<file path="src/rtl/pipe_pkg.sv">
// pipe_pkg: shared constants, entry header and occupancy state encoding for pipeline stage registers
package pipe_pkg;

    localparam int EXC_NONE = 0;
    localparam logic [31:0] HANDLER_PC_DEFAULT = 32'h0000_4180;

    // Encoding doubles as the held-entry count
    typedef enum logic [1:0] {
        EMPTY = 2'd0,
        MAIN  = 2'd1,
        BOTH  = 2'd2
    } state_e;

    // Fixed-width part of every entry; payload and exception code are sized per instance
    typedef struct packed {
        logic [31:0] pc;
        logic        bd;
    } entry_hdr_t;

endpackage

</file>
<file path="src/rtl/pipe_stage_reg.sv">
// pipe_stage_reg: valid/ready pipeline register with flush and exception redirect; PIPE_STAGE_SKID_EN adds a skid entry and registered in_ready
module pipe_stage_reg
    import pipe_pkg::*;
#(
    parameter int          PAYLOAD_W  = 32,
    parameter int          EXC_W      = 5,
    parameter logic [31:0] HANDLER_PC = HANDLER_PC_DEFAULT
) (
    input  logic                 clk,
    input  logic                 reset,
    input  logic                 in_valid,
    output logic                 in_ready,
    input  logic [31:0]          in_pc,
    input  logic [PAYLOAD_W-1:0] in_payload,
    input  logic                 in_bd,
    input  logic [EXC_W-1:0]     in_exccode,
    output logic                 out_valid,
    input  logic                 out_ready,
    output logic [31:0]          out_pc,
    output logic [PAYLOAD_W-1:0] out_payload,
    output logic                 out_bd,
    output logic [EXC_W-1:0]     out_exccode,
    input  logic                 flush,
    input  logic                 req,
    output logic [1:0]           occupancy
);

    typedef struct packed {
        entry_hdr_t           hdr;
        logic [PAYLOAD_W-1:0] payload;
        logic [EXC_W-1:0]     exccode;
    } entry_t;

    localparam entry_t HANDLER_ENTRY = '{
        hdr:     '{pc: HANDLER_PC, bd: 1'b0},
        payload: '0,
        exccode: EXC_W'(EXC_NONE)
    };

    state_e state_q, state_d;
    entry_t main_q, main_d, in_entry;
    logic   in_fire, out_fire;

    assign in_entry = '{
        hdr:     '{pc: in_pc, bd: in_bd},
        payload: in_payload,
        exccode: in_exccode
    };

    assign out_valid   = state_q != EMPTY;
    assign out_fire    = out_valid & out_ready;
    assign in_fire     = in_valid & in_ready;
    assign occupancy   = state_q;
    assign out_pc      = main_q.hdr.pc;
    assign out_bd      = main_q.hdr.bd;
    assign out_payload = main_q.payload;
    assign out_exccode = main_q.exccode;

`ifdef PIPE_STAGE_SKID_EN
    entry_t skid_q, skid_d;
    logic   in_ready_q;

    assign in_ready = in_ready_q;
`else
    // Single entry: accept whenever the held entry is absent or leaving this cycle
    assign in_ready = !out_valid | out_ready;
`endif

    // Next-state: req beats flush beats handshake; a killed cycle discards any input transfer
    always_comb begin
        state_d = state_q;
        main_d  = main_q;
`ifdef PIPE_STAGE_SKID_EN
        skid_d  = skid_q;
`endif
        if (req) begin
            state_d = EMPTY;
            main_d  = HANDLER_ENTRY;
        end else if (flush) begin
            state_d = EMPTY;
            main_d  = '0;
        end else begin
            case (state_q)
                EMPTY: begin
                    if (in_fire) begin
                        main_d  = in_entry;
                        state_d = MAIN;
                    end
                end
                MAIN: begin
                    if (in_fire && out_fire) begin
                        main_d = in_entry;
`ifdef PIPE_STAGE_SKID_EN
                    end else if (in_fire) begin
                        skid_d  = in_entry;
                        state_d = BOTH;
`endif
                    end else if (out_fire) begin
                        state_d = EMPTY;
                    end
                end
`ifdef PIPE_STAGE_SKID_EN
                BOTH: begin
                    if (out_fire) begin
                        main_d  = skid_q;
                        state_d = MAIN;
                    end
                end
`endif
                default: state_d = EMPTY;
            endcase
        end
    end

`ifdef PIPE_STAGE_SKID_EN
    // State and storage; in_ready is registered from the next state so it never combines with out_ready
    always_ff @(posedge clk or negedge reset) begin
        if (!reset) begin
            state_q    <= EMPTY;
            main_q     <= '0;
            skid_q     <= '0;
            in_ready_q <= 1'b1;
        end else begin
            state_q    <= state_d;
            main_q     <= main_d;
            skid_q     <= skid_d;
            in_ready_q <= state_d != BOTH;
        end
    end
`else
    // State and storage for the single-entry build
    always_ff @(posedge clk or negedge reset) begin
        if (!reset) begin
            state_q <= EMPTY;
            main_q  <= '0;
        end else begin
            state_q <= state_d;
            main_q  <= main_d;
        end
    end
`endif

endmodule

</file>
<file path="config.mk">
export PLATFORM = sky130hd
export DESIGN_NAME = pipe_stage_reg
export DESIGN_NICKNAME = d
export VERILOG_FILES = /design/src/rtl/pipe_pkg.sv /design/src/rtl/pipe_stage_reg.sv
export SDC_FILE = /design/constraint.sdc
export NUM_CORES = 1
export LEC_CHECK = 0
export ABC_AREA = 0
export BUFFER_PORTS_ARGS = -buffer_cell sky130_fd_sc_hd__buf_2
export CAP_MARGIN = 20
export CORE_MARGIN = 2
export CORE_UTILIZATION = 47
export CTS_CLUSTER_DIAMETER = 40
export DETAILED_ROUTE_END_ITERATION = 7
export PLACE_DENSITY = 0.85
export SYNTH_ARGS = -nofsm -noshare
export SYNTH_HDL_FRONTEND = slang
export SYNTH_SLANG_ARGS = --single-unit
</file>
<file path="constraint.sdc">
create_clock -name clk -period 2.4 [get_ports clk]
set_clock_uncertainty 0.15 [all_clocks]
set_input_delay 0.12 -clock clk [delete_from_list [all_inputs] [get_ports clk]]
set_output_delay 0.12 -clock clk [all_outputs]
set_load 0.02 [all_outputs]
</file>
==> impl.org, run 1 <==
** Final layout
- After the last flow step, the layout net total stands at 468.
- Relative to the synthesized area, the layout overhead comes to 64.24%.
- Non-filler cells, final :: 469
- Finished Cell Area :: around 4300 um2
- The post-route netlist has 42.57% of its cells at a drive strength greater than 1.
- 0 antenna diodes ended up in the layout.

** Die
- Die H :: approximately 80 um
- Once the floorplan was initialized, standard cells occupied 48.15% of the core.
- In this run the standard cell core region covers 5473 um2.
- DIE WIDTH :: 78.88 um
- Pin placement for this block handled 150 I/O pins.
- Placement row count :: 27
- The die covers 6221 um2.

** Flow run
- Max-cap violations in this run came to 0.

** CTS
- TritonCTS built the clock tree.
- The H-tree generated during clock tree synthesis spans 3 levels.
- CTS root buf :: clkbuf_8
- Max Root-Sink Buffers :: 2
- CTS Buf Count :: 9
- The later pin in the worst-skew pair is clocked with a latency of 330 ps.
- CTS saw 71 sinks.
- After clock tree synthesis, the clock-pin slew on the worst setup and hold paths is about 70 ps.

** Global route
- Wire length of the first global-routing pass :: 13410 um
- All-Layer GR Usage :: approximately 29%
- Entering global routing, the biggest net connects 68 pins.
- Vias in the first global route :: 2590
- The total overflow left after global routing is 0.
- Initial antenna violation count :: 0

** Run status
- The run finished with clean final reports.

** Hold path
- Min-Delay Path Class :: in2reg

** Power and ir drop
- Dividing total power by cell area gives a power density of 620.7 nW/um2.
- Leak Pwr :: 0.002367 uW
- VDD IR-drop max :: ~0.43 mV

** Timing
- The final critical path takes up 79.12% of the cycle.
- Unrepaired setup endpoints after global routing :: false
- The smallest clock period supported by the final layout is computed as 1899 ps.
- Measured against its own limit, the worst slew margin works out to 52.50%.
- The final max-slew violation count was 0.
- Total Negative Setup Slacks :: 0 ps
- At the pin with the least slew margin, the transition time is roughly 710 ps.
- Setup violations remaining at the end of the flow were counted as 0.
- The final-report hold violation count is 0.
- F_max :: 526.6 MHz
- Once routing completed, OpenROAD measured the worst setup slack at 501.0 ps.

** Critical path
- Along the worst path, the maximum fanout reaches 8.
- The worst setup path is of the reg2reg kind.
- The worst setup path is captured at a register.
- Data on the critical path arrives at its endpoint at 1960 ps.
- Data required time of the critical path :: 2460 ps
- In this run the register-to-register setup slack is 500 ps.
- The worst setup path is launched from a register.

** Drt
- The first routing iteration left 218 violations.
- Routed via count divided by cell count :: between 5 and 6
- Number of remaining DRC errors :: 0
- Routed vias :: 2495
- Average detailed-routed wire length per instance :: 18.31 um
- The pre-antenna-repair detailed-routing pass consisted of 5 iterations.
- Once detail routing completed, the nets flagged for antenna violations numbered 0.
- Final WL :: 8588 um

** Placed design
- OpenSTA, run right after detailed placement, puts the worst setup slack at 712.0 ps.
- Summed over all nets, the half-perimeter wirelength after detailed placement is approximately 4300 um.
- After detailed placement, the total cell area comes to roughly 3400 um2.
- The number of placed instances, taps included, is between 300 and 400.
- Input and output buffers added on the ports amount to between 100 and 150.
- Gpl congestion :: around 0.74

** Synthesis
- Main synth FF type :: dfrtp_1
- The synthesized netlist occupies a cell area of roughly 2600 um2.
- Post-synth cell types :: 16
- By area the synthesized netlist is led by dfrtp_1, a22o_1, buf_6.
- Counting flops and latches in the post-synthesis netlist gives 71.
- Share of Yosys cell area claimed by the top area cell type :: 67.43%
- Most frequent cells after synthesis :: dfrtp_1, a22o_1, buf_2, buf_4, buf_6
- The synthesized design contains 0 enable-type register cells.
- Synthesized instance count :: 174
- Seq/Total Area, Yosys :: roughly two thirds
- dfrtp_1 is the most common cell in the netlist.
- Number of warning messages in the yosys log :: 0
- When the netlist entered floorplanning its net count stood at 250.
- Proportion of synthesized flip-flops having asynchronous set or reset :: 100.0%
- Each instance of the synthesized netlist takes up on average 15.14 um2.
- Of all cell types, the one taking the most synthesized area is dfrtp_1.
[layer usage]
metal	share of wire [%]	routed length, um	up-vias	track usage (%)
met5	0	0	-	0
met1	41	3512	1235	36.25
met4	2.3	196	0	10.86
met2	49	4213	140	48.21
li1	-	-	1099	-
met3	7.7	665	21	7.614
[metrics by stage]
stage / hold WS, ps / util [%] / power [uW]
6_report: 24.86 / 79.08 / 2686
5_1_grt: 45.92 / 79.08 / 2794
4_1_cts: 9.354 / 79.08 / 2685
3_5_place_dp: 55.44 / 61.50 / 1553
3_3_place_gp: 38.05 / 61.50 / 1544
2_1_floorplan: -325.6 / - / 1416
[state kept, by name, summed over array words and instances, names as in the netlist]
register     cells
out_payload     32
out_exccode      5
out_bd           1
occupancy        1
out_pc          32
[final cells by class]
type                    instances  area [um2]
flip-flops and latches         71        1777
repair buffers                225        1516
fillers                       330        1145
multi-input cells              83       715.7
clock buffers                  10       127.6
clock inverters                 6       93.84
well taps                      72       90.09
inverters                       2       7.507
[kinds of logic after synthesis]
kind of cell           Yosys count  synth area share (%)
and+or+nand+nor                  7                 2.042
buffers and inverters           20                 5.698
other                            1                0.1423
DFF                             71                 67.43
AOI/OAI and AO/OA               75                 24.69
[final timing paths]
check / from / to / depth (start not counted)
hold reg to reg: out_exccode[3]$_DFFE_PN0P_ / out_exccode[3]$_DFFE_PN0P_ / 1
min in group asynchronous: reset / out_pc[23]$_DFFE_PN0P_ / 2
setup / recovery: occupancy[0]$_DFFE_PN0P_ / out_pc[8]$_DFFE_PN0P_ / 4
setup reg to reg: occupancy[0]$_DFFE_PN0P_ / out_pc[8]$_DFFE_PN0P_ / 4
max in group asynchronous: reset / out_exccode[4]$_DFFE_PN0P_ / 3
hold / removal: flush / out_pc[14]$_DFFE_PN0P_ / 3
[power breakdown]
group	internal, uW	switching [uW]	leakage, uW
logic	190	188	0.00130
clock network	593	453	0.000107
registers	1240	26.4	0.000964
total	2020	667	0.00237
[critical path, stage by stage, from the launching register on]
cell and delay [ps]:
dfrtp_1 410, nand2b_4 110, and2_1 200, a311o_1 350
dlygate4sd3_1 570
[timing repair]
action                                 4_1_cts  5_1_grt
endpoints found under the hold margin      101        0
hold buffers                                74        0
buffers inserted                             0        0
gates resized for setup                      0        0
[layout by cell type, fill, tap and decap left out, types with 2 or more instances in the layout]
master,synthesis,routed
buf_2,6,148
dlygate4sd3_1,0,74
dfrtp_1,71,71
a22o_1,67,67
clkbuf_8,0,9
nand2b_1,3,3
a21oi_1,3,3
a311o_1,3,3
inv_1,2,2
clkinv_4,0,2
bufinv_16,0,2
buf_4,6,2
Power figures use the tool's default switching activity.
==> run 2, diff against run 1 <==
Settings changed: ABC_AREA 0 to 1, CORE_UTILIZATION 47 to 46, PLACE_DENSITY 0.85 to 0.79.
Clock period 2.4 ns to 2 ns, I/O delays scaled along.
==> run 2 against run 1 <==
Compared with the run above: register-to-register slack improved by 70 ps; final cell count rose by 33%; setup slack got worse by 250 ps; clock power rose by 15%; largest power group unchanged; wire length rose by 10%; non-clock buffer count rose by 9; design area rose by 11%; total power rose by 21%; sequential power rose by 20%; critical path depth fell by 1; critical endpoint is now in_ready; synthesized area rose by 20%; combinational power rose by 39%.
==> impl.org, run 2 <==
** Drt
- Number of design-rule violations left by the first detailed-router iteration :: 168 (-23%)
- The final antenna-violating net count came to 0 (unchanged).
- The final routed wirelength across all metal layers came to 9460 um (+10%).
- The detail-routed via count per cell came to 5.353 (+0.62%).
- Detailed-router iteration count before antenna repair :: 4 (-1)
- The via count of the routed design came to 3351 (+34%).
- The average wire per standard cell came to 15.11 um (-17%).
- Number of remaining DRC errors :: 0 (unchanged)

** Die
- Placement row count :: 30 (+11%)
- The area of the die is 7555 um2 (+21%).
- The horizontal die dimension came to 86.92 um (+10%).
- Die H :: 86.92 um (+10%)
- Number of primary I/O pins :: 150 (unchanged)
- Starting density of the core :: 47.08% (-1.1 points)
- Total core area :: 6719 um2 (+23%)

** Synthesis
- The cell area after synthesis came to 3163 um2 (+20%).
- Most instantiated library cell after synthesis :: nand2_1
- The number of synthesized flops with an enable pin was 0 (unchanged).
- The yosys synthesis warning count was 0 (unchanged).
- Main synth FF type :: dfrtp_1
- Synthesized instance count :: 335 (+93%)
- The average footprint of a synthesized cell was 9.442 um2 (-38%).
- Largest cells by area after synthesis :: dfrtp_1, nand4_1, nand3_1
- The portion of the post-synthesis area used by sequential elements was 56.17% (-11 points).
- Most frequent cells after synthesis :: nand2_1, dfrtp_1, nand3_1
- Syn_nets :: 411 (+64%)
- The number of distinct standard cells referenced by the synthesized netlist was 15 (-1).
- Of all cell types, the one taking the most synthesized area is dfrtp_1.
- Proportion of synthesized flip-flops having asynchronous set or reset :: 100.0% (unchanged)
- The top cell type's share of synthesized area is 56.17% (-11 points).
- The number of synthesized register bits is 71 (unchanged).

** Final layout
- The fraction of final layout cells sized beyond drive strength 1 came to 31.87% (-11 points).
- Area added between synthesis and finish :: 51.82%
- Storage element area :: 1777 um2 (unchanged)
- Finished Cell Area :: 4802 um2 (+11%)
- The post-route core utilization came to 71.47% (-7.6 points).
- The number of cells in the finished layout apart from fillers came to 626 (+33%).
- The number of nets in the layout came to 617 (+32%).
- Antenna diode count :: 0 (unchanged)
- In the layout the commonest cells are buf_2, dlygate4sd3_1, nand2_1.
- Leaving out fill and tap cells, the most frequent cell in the layout is buf_2.
- The number of filler cells placed in the layout is 499 (+51%).
- Multi-input combinational cell area :: 1100 um2 (+54%)

** Critical path
- Broken down by cell family, the worst path's largest delay share belongs to buffers and inverters.
- The required time at the worst-slack endpoint is 1750 ps (-710 ps).
- STA classifies the critical path startpoint as a register.
- Reg-to-reg critical path startpoint :: occupancy[0]$_DFFE_PN0P_
- The most critical setup path has its startpoint at occupancy[0]$_DFFE_PN0P_.
- STA classifies the critical path endpoint as an output port.
- Crit path largest cell delay :: 410 ps (-160 ps)
- Crit-path max FO :: 46 (+38)
- The slowest stage of the critical path belongs to the cell dfrtp_1.
- Cell-by-cell listing of the critical path :: nand2_2 > buf_4 > buf_2
- The endpoint arrival time on the critical path came to 1500 ps (-460 ps).
- The worst setup path is of the reg2out kind.
- The number of buffers and inverters on the critical path was 2 (+1).

** Global route
- The leftover overflow at the end of global routing is 0 (unchanged).
- Wire length of the first global-routing pass :: 15190 um (+13%)
- The overall global routing resource usage is 25.64% (-3.2 points).
- Initial antenna violation count :: 0 (unchanged)
- The number of global-route vias before repair came to 3251 (+26%).
- Maximum number of pins on one net before global-route repair :: 87 (+28%)

** Timing
- The final critical path takes up slightly below 90% of the cycle.
- The final-report hold violation count is 0 (unchanged).
- F_max :: between 500 and 600 MHz
- Total Negative Setup Slacks :: 0 ps (unchanged)
- The routed design could run at a clock period as short as 1750 ps.
- The final-report setup violation count came to 0 (unchanged).
- Worst slew margin relative to its limit :: 54.41% (+1.9 points)
- The final max-slew violation count came to 0 (unchanged).
- Unrepaired setup endpoints after global routing :: false
- Actual slew at the worst max-slew pin :: 683.8 ps (-28.74 ps)

** Hold path
- Source of the worst hold timing path :: in_valid
- The worst hold path belongs to the class in2reg.

** CTS
- TritonCTS built the clock tree.
- Htree depth :: 3 (unchanged)
- The total clock sinks was 71 (unchanged).
- Insertion delay of the later-clocked pin in the worst-skew pair :: 320 ps (about the same)
- The post-cts gate resize count came to 0 (unchanged).
- The maximum clock path buffer count came to 2 (unchanged).
- The tree is rooted in a clkbuf_8.
- Clock transition time at the flip-flop clock pins of the worst setup and hold paths :: 80 ps (about the same)
- CTS Buf Count :: 9 (unchanged)

** Power and ir drop
- VDD IR-drop max :: 0.3529 mV (-18%)
- Leak Pwr :: 0.002730 uW (+15%)
- The total power per unit cell area was 676.8 nW/um2 (+9.0%).

** Placed design
- HPWL after detailed placement :: 5331 um (+24%)
- The instance area at placement came to 3836 um2 (+14%).
- The cell count after placement came to 534 (+41%).
- The final weighted congestion in routability-driven placement is 0.7614 (+3.2%).
- Count of input and output buffers :: 148 (unchanged)

** Flow run
- Max-cap violation count :: 0 (unchanged)

** Run status
- Status :: finished, final reports clean
==> run 2: area by class of cell <==
type,count,area share (%)
Inverter,5,0.3908
Tap cell,80,2.084
Clock buffer,12,2.814
Multi-Input combinational cell,220,22.90
Timing Repair Buffer,234,33.35
Sequential cell,71,37.00
Clock inverter,4,1.459
==> run 2: per-stage QoR <==
step                setup slack, ps  total power [uW]  hold slack (ps)
floorplan                     688.2              1771           -345.6
global placement              607.7              1937            16.39
detailed placement            603.0              1944            31.57
CTS                           236.3              3264            142.3
global route                  134.0              3388            165.7
finish                        250.0              3250            150.6
==> run 2: power breakdown <==
part           total (uW)  internal [uW]  leakage [uW]  switching [uW]
combinational         526            233       0.00166             293
clock                1210            701      0.000104             511
sequential           1510           1480      0.000964            28.5
total                3250           2420       0.00273             832
==> run 2: worst paths after layout <==
path,end,slack (ps),depth (start not counted)
worst max-delay path,in_ready,250,3
worst min-delay path,out_pc[9]$_DFFE_PN0P_,150,4
worst max register to register,occupancy[0]$_DFFE_PN0P_,570,3
worst min register to register,out_pc[28]$_DFFE_PN0P_,350,2
max in group asynchronous,out_pc[14]$_DFFE_PN0P_,860,3
min in group asynchronous,out_payload[7]$_DFFE_PN0P_,200,2
==> run 2: tightest hold or removal path, delay by kind of cell <==
| family | cells | cell delay (ps) |
|---|---|---|
| simple gates | 2 | 170 |
| buf+inv | 2 | 340 |
==> run 2: routing by layer <==
metal	vias to the layer above	share of wire [%]	global-route usage, %
li1	1587	-	-
met4	0	3.1	11.51
met3	28	6.8	5.308
met2	162	51	41.98
met1	1574	40	32.83
met5	-	0	0
==> run 2: cells by family (layout without fill, tap and decap cells) <==
family                 after synthesis  after routing  share of synthesized area (%)
AND/OR/NAND/NOR                    215            215                          34.02
flip-flops                          71             71                          56.17
AO/OA/AOI/OAI                        4              4                         0.6326
buffers and inverters               44            255                          9.059
other                                1              1                         0.1186
==> run 2: timing repair <==
action | CTS | global route
setup endpoints to repair | 0 | 0
hold endpoints to repair | 98 | 0
setup buffers | 0 | 0
hold buffers | 76 | 0
